## src/rtl/serial_word_tx.sv

```systemverilog
// Parallel-to-serial word transmitter: accepts a WIDTH-bit word over valid/ready
// and emits it LSB-first after one guaranteed downstream-clear cycle.
module serial_word_tx #(
    parameter int unsigned WIDTH = 8
) (
    input  logic             t_clk,
    input  logic             r,
    input  logic             load_valid,
    input  logic [WIDTH-1:0] load_data,
    output logic             load_ready,
    output logic             ser_bit,
    output logic             ser_clr,
    output logic             ser_last,
    output logic             busy
);

    localparam int unsigned CW = (WIDTH > 1) ? $clog2(WIDTH) : 1;
    localparam logic [CW-1:0] CNT_LAST    = CW'(WIDTH - 1);
    localparam logic [CW-1:0] CNT_PENULT  = CW'(WIDTH - 2);

    typedef enum logic [1:0] {
        IDLE,
        CLR,
        SHIFT
    } state_t;

    state_t           state;
    logic [WIDTH-1:0] sreg;
    logic [CW-1:0]    cnt;

    assign load_ready = (state == IDLE);
    assign busy       = (state != IDLE);

    // ser_bit/ser_last are registered one edge ahead of the counter, so the bit
    // for SHIFT cycle n is loaded on the edge entering that cycle.
    always_ff @(posedge t_clk or posedge r) begin
        if (r) begin
            state    <= IDLE;
            sreg     <= '0;
            cnt      <= '0;
            ser_bit  <= 1'b0;
            ser_clr  <= 1'b1;
            ser_last <= 1'b0;
        end else begin
            case (state)
                IDLE: begin
                    ser_bit  <= 1'b0;
                    ser_clr  <= 1'b1;
                    ser_last <= 1'b0;
                    if (load_valid) begin
                        state <= CLR;
                        sreg  <= load_data;
                        cnt   <= '0;
                    end
                end
                CLR: begin
                    state    <= SHIFT;
                    ser_bit  <= sreg[0];
                    sreg     <= sreg >> 1;
                    ser_clr  <= 1'b0;
                    ser_last <= 1'b0;
                    cnt      <= '0;
                end
                SHIFT: begin
                    if (cnt == CNT_LAST) begin
                        state    <= IDLE;
                        ser_bit  <= 1'b0;
                        ser_clr  <= 1'b1;
                        ser_last <= 1'b0;
                    end else begin
                        cnt      <= cnt + 1'b1;
                        ser_bit  <= sreg[0];
                        sreg     <= sreg >> 1;
                        ser_clr  <= 1'b0;
                        ser_last <= (cnt == CNT_PENULT);
                    end
                end
                default: begin
                    state    <= IDLE;
                    ser_bit  <= 1'b0;
                    ser_clr  <= 1'b1;
                    ser_last <= 1'b0;
                end
            endcase
        end
    end

endmodule

```

## config.mk

```make
export PLATFORM = sky130hd
export DESIGN_NAME = serial_word_tx
export DESIGN_NICKNAME = d
export VERILOG_FILES = /design/src/rtl/serial_word_tx.sv
export SDC_FILE = /design/constraint.sdc
export NUM_CORES = 1
export LEC_CHECK = 0
export ABC_AREA = 0
export CORE_MARGIN = 2
export CORE_UTILIZATION = 53
export CTS_BUF_LIST = sky130_fd_sc_hd__clkbuf_8
export DETAILED_ROUTE_END_ITERATION = 10
export PLACE_DENSITY_LB_ADDON = 0.1
export SLEW_MARGIN = 10
export SYNTH_ARGS = -nofsm -noshare
export SYNTH_HDL_FRONTEND = slang
export SYNTH_SLANG_ARGS = --single-unit
```

## constraint.sdc

```tcl
create_clock -name t_clk -period 2.41 [get_ports t_clk]
set_input_delay 0.482 -clock t_clk [delete_from_list [all_inputs] [get_ports t_clk]]
set_output_delay 0.482 -clock t_clk [all_outputs]
set_load 0.02 [all_outputs]
```

; Word-level counts from Yosys, hierarchy flattened
; Cells that the tools add are included.
[classes]
n_mux = 15
add_sub_neg = 1
n_reduce_logical = 5
n_eq_ne = 7
[op_table]
columns = cell, n
row1 = case mux 8 bit (3 select lines), 1
row2 = two-way mux 8 bit, 2
row3 = case mux 3 bit (3 select lines), 1
row4 = equality test 3 bit (second input constant), 2
row5 = two-way mux 3 bit, 2
row6 = inequality test 2 bit (second input constant), 3
row7 = case mux 2 bit (3 select lines), 1
row8 = two-way mux 1 bit, 4
row9 = two-way mux 2 bit, 2
row10 = case mux 1 bit (2 select lines), 2
row11 = adder 3 x 1 -> 3 bit (second input constant), 1
row12 = AND reduction 3 bit, 1
row13 = nonzero test 3 bit, 1
row14 = equality test 2 x 1 -> 1 bit (second input constant), 1
row15 = equality test 2 bit (second input constant), 1
row16 = zero test 2 bit, 1
row17 = AND reduction 2 bit, 1
row18 = nonzero test 2 bit, 1
[totals]
input_bits = 11
out_inout_bits = 5
regBits = 16
wordCells = 34

; Longest topological paths before layout
[depth]
ltp_word = 3
ltp_mapped = 6
mapped_depth_nobuf = 5

; Least setup slack after synthesis
; No wires, ideal clock.
[synth_timing]
path_type = register to register
startpoint = reg state[0]
endpoint = reg cnt[1]
path_stages_with_launch = 7
arrival_time_ps = 1743
n_path_buf = 1
slack_ps = 542
setup_time_ps = 125
t_required_ps = 2285
period_less_slack_ps = 1868
cell_sequence = dfrtp_1 -> inv_1 -> ha_1 -> nor2b_4 -> or3b_1 -> buf_6 -> mux2_4
[synth_between]
elab_chain_len = 3
elab_cells_between_ends = 8
classes_between = 4 x eq/ne / 1 x mux / 3 x reduce/logical
[synth_rtl]
columns = item, line_no
row1 = start: declaration, 27  ; state_t state;
row2 = start signal: assignment, 38  ; state <= IDLE;
row3 = start signal: assignment, 51  ; state <= CLR;
row4 = start signal: assignment, 57  ; state <= SHIFT;
row5 = zero test 2 bit *, -
row6 = via load_ready, 10  ; output logic load_ready,
row7 = inequality test 2 bit (no source line) / nonzero test 3 bit (equally long branches), -
row8 = AND reduction 3 bit (no source line), -
row9 = end signal: assignment, 71  ; cnt <= cnt + 1'b1;
row10 = end: declaration, 29  ; logic [CW-1:0] cnt;
; Mark *: on every way through the listed nets, which the timed path passes. The rest lies on a longest branch.
; A chain may end at the register's enable or synchronous reset.

; Worst setup path in the final report
[layout_timing]
startpoint = reg state[0]
endpoint = out busy
[layout_between]
elab_chain_len = 1
[layout_rtl]
columns = item, line_no
row1 = nonzero test 2 bit, 32  ; assign busy = (state != IDLE);
row2 = end: declaration, 14  ; output logic busy
; No other way between the ends.

==> results.txt <==
----------------------------------------------------
[Run status]
  Result of the run ... complete, no violations

[Drt]
  Drt initial violations ... 5
  1st-pass router iterations ... 4
  Post-route antenna net violation count ... 0
  Routed length per instance ... 14.09 um
  DRC errors left ... 0
  Routed vias ... 526
  Detailed-route wire length ... 1395 um
  Via density per instance ... 5.313

[Final layout]
  Post-synthesis to final-layout area growth ... 24.68%
  Fill cell count ... 119
  Post-layout nets ... 104
  Post-route standard cell area excluding fillers ... ~1100 sq um
  Final cell count without fillers ... 99
  Number of diodes ... 0
  Fraction of final layout cells with drive strength greater than 1 ... a little under a third
  Utilization of the core after routing ... a little under three quarters

[Timing]
  Share of the cycle needed by the critical path after routing ... 89.13%
  Worst Tran Pin Value ... approximately 0.6 ns
  Slew Limit Headroom ... 60.33%
  Final setup skew ... 0.003189 ns
  Unrepaired setup endpoints after global routing ... no
  Final Worst Setup Slack ... ~0.26 ns
  Fin Setup TNS ... 0 ns
  Count of endpoints failing setup in the final report ... 0
  Minimum hold slack ... 0.5109 ns
  Fin crit period ... 2.148 ns
  Fmax achieved ... 465.5 MHz
  Number of max-slew violations in the final report ... 0
  Hold Vio Cnt, Final ... 0

[Pwr]
  Relative contribution of sequential cells to total power ... 31.1%
  Maximum vdd drop ... just over 0.6 mV
  Total power ... around 1.5 mW
  Part of the total power dissipated in the clock network ... between 10% and 20%
  Switching share of total power ... 32.18%
  P_sw ... 471.5 uW
  Cell internal power dissipation ... 993.8 uW
  Proportion of power drawn by combinational gates ... 52.8%
  Leakage power of the design ... 0.5412 nW
  Total power per unit cell area ... about 1300 nW/um^2

[Worst setup path]
  Worst setup EP type ... primary output
  Worst Path Arrival ... ~1.7 ns
  Maximum fanout along the worst path ... 5
  Data required time at the worst endpoint ... 1.93 ns
  Sort of element at the start of the critical path ... register
  Crit Path Category ... reg2out
  Register-to-register path setup slack ... 0.52 ns

[Synth]
  Combined area of all synthesized cells ... 882.1 sq um
  Synth Area per Inst ... 13.57 sq um
  Number of different library cells in the post-synthesis netlist ... 17
  Synthesized flop and latch total ... 16
  Part of the Yosys area used for sequential elements ... between 40% and 50%
  Number of cells produced by synthesis ... 65
  Synth Net Count ... 85
  Synthesis Warnings ... 0

[Die]
  DIE HEIGHT ... 44.80 um
  Core Footprint ... ~1500 sq um
  Die Area ... ~2000 sq um
  Chip Width ... 44.80 um
  Starting utilization of the core area ... 57.22%
  Ports placed on the boundary ... 16
  Cell row count ... 14

[Global routing]
  First-pass GRT wire length ... 2559 um
  Sum of overflow across all layers after global routing ... 0
  Pin count of the biggest net entering global routing ... 17
  Via count of the first global-routing pass ... ~550
  Overall fraction of global-route tracks in use ... 18.58%
  Antenna violations before repair ... 0

[Placed design]
  Count of buffers from port buffering ... 15
  Post-DP HPWL ... 989.8 um
  Pre-CTS setup slack ... 0.3765 ns
  Routability Congestion ... 0.7032
  # placed instances ... 95
  Placed cell areas ... 1045 sq um

[Clock network]
  Max clock buf depth ... 2
  Setup Buffers After CTS ... 0
  Deepest level of the CTS H-tree ... 1
  TritonCTS clock tree ... built
  Worst skew pair latency ... 0.25 ns
  Worst-path clk slew ... 0.06 ns
  Resize count post-CTS ... 0
  Clock Sinks ... 16
  Hold buffer count at CTS ... 0
  Root buffer selected by CTS ... sky130_fd_sc_hd__clkbuf_8
  Number of CTS-inserted buffers ... 3

[Min path]
  Worst hold path class ... reg2reg

[Run]
  Number of max-cap violations ... 0

----------------------------------------------------
## critical path, stage by stage (launching register included)
cell,delay [ns]
sky130_fd_sc_hd__dfrtp_1,0.42
sky130_fd_sc_hd__inv_1,0.11
sky130_fd_sc_hd__ha_1,0.24
sky130_fd_sc_hd__inv_1,0.06
sky130_fd_sc_hd__clkdlybuf4s50_1,0.59
## synth_stat cells
| master | count | share of area [%] |
|---|---|---|
| sky130_fd_sc_hd__nor2b_4 | 1 | 1.6 |
| sky130_fd_sc_hd__clkbuf_1 | 1 | 0.43 |
| sky130_fd_sc_hd__nand2_1 | 3 | 1.3 |
| sky130_fd_sc_hd__nor2_1 | 1 | 0.43 |
| sky130_fd_sc_hd__and3_1 | 1 | 0.71 |
| sky130_fd_sc_hd__or3b_1 | 1 | 0.99 |
| sky130_fd_sc_hd__inv_1 | 6 | 2.6 |
| sky130_fd_sc_hd__mux2i_1 | 2 | 2.3 |
| sky130_fd_sc_hd__o21ai_0 | 1 | 0.57 |
| sky130_fd_sc_hd__o211a_1 | 1 | 1.1 |
| sky130_fd_sc_hd__dfrtp_1 | 15 | 43 |
| sky130_fd_sc_hd__ha_1 | 9 | 13 |
| sky130_fd_sc_hd__buf_6 | 1 | 1.3 |
| sky130_fd_sc_hd__mux2_4 | 8 | 14 |
| sky130_fd_sc_hd__dfstp_2 | 1 | 3.0 |
| sky130_fd_sc_hd__mux2_2 | 10 | 13 |
| sky130_fd_sc_hd__nor2b_1 | 3 | 2.1 |
## kinds of logic after synthesis
kind of cell | Yosys count | share of synthesized area (%)
adder cells (fa/ha/maj) | 9 | 12.77
buffers and inverters | 8 | 4.255
multiplexers | 20 | 28.65
AO/OA/AOI/OAI | 2 | 1.702
flip-flops | 16 | 45.53
AND/OR/NAND/NOR | 10 | 7.092
## cells in the final DEF, fill, tap and decap left out, drive strengths merged
cell | synthesis | layout
and3 | 1 | 1
buf | 1 | 1
clkbuf | 1 | 4
clkdlybuf4s50 | 0 | 15
dfrtp | 15 | 15
dfstp | 1 | 1
ha | 9 | 9
inv | 6 | 6
mux2 | 18 | 18
mux2i | 2 | 2
nand2 | 3 | 3
nor2 | 1 | 1
nor2b | 4 | 4
o211a | 1 | 1
o21ai | 1 | 1
or3b | 1 | 1
## flip-flops by register name, summed over array words and instances (netlist names)
| register | cells |
|---|---|
| sreg | 8 |
| ser_bit | 1 |
| ser_clr | 1 |
| cnt | 3 |
| ser_last | 1 |
| state | 2 |
## power groups by stage
stage | registers, mW | logic [mW] | clock network, mW
floorplan | 0.460 | 0.592 | 0
global placement | 0.453 | 0.752 | 0
detailed placement | 0.458 | 0.776 | 0
CTS | 0.455 | 0.780 | 0.245
global route | 0.469 | 0.847 | 0.253
finish | 0.455 | 0.774 | 0.236
## final timing paths
check | startpoint | end | cells after the start
setup / recovery | state[0]$_DFFE_PP0P_ | busy | 4
hold / removal | sreg[4]$_DFFE_PP0P_ | sreg[4]$_DFFE_PP0P_ | 1
setup reg to reg | state[0]$_DFFE_PP0P_ | cnt[1]$_DFFE_PP0P_ | 6
hold reg to reg | sreg[4]$_DFFE_PP0P_ | sreg[4]$_DFFE_PP0P_ | 1
max in group asynchronous | r | ser_last$_DFF_PP0_ | 2
min in group asynchronous | r | sreg[4]$_DFFE_PP0P_ | 2
## layout make-up
| class | count | area (sq um) | area share [%] |
|---|---|---|---|
| multi-input cells | 41 | 442.9 | 40.27 |
| flip-flops and latches | 16 | 401.6 | 36.52 |
| repair buffers | 16 | 157.7 | 14.33 |
| clock buffers | 4 | 55.05 | 5.006 |
| inverters | 6 | 22.52 | 2.048 |
| well taps | 16 | 20.02 | 1.820 |
## routing by layer
metal	up-vias	GRT usage [%]	part of all wire, %
met5	-	0	0
met1	254	23.48	46
met3	5	6.000	5.2
met2	14	28.99	46
met4	0	8.824	2.3
li1	253	-	-
(Power assumes the default switching activity.)
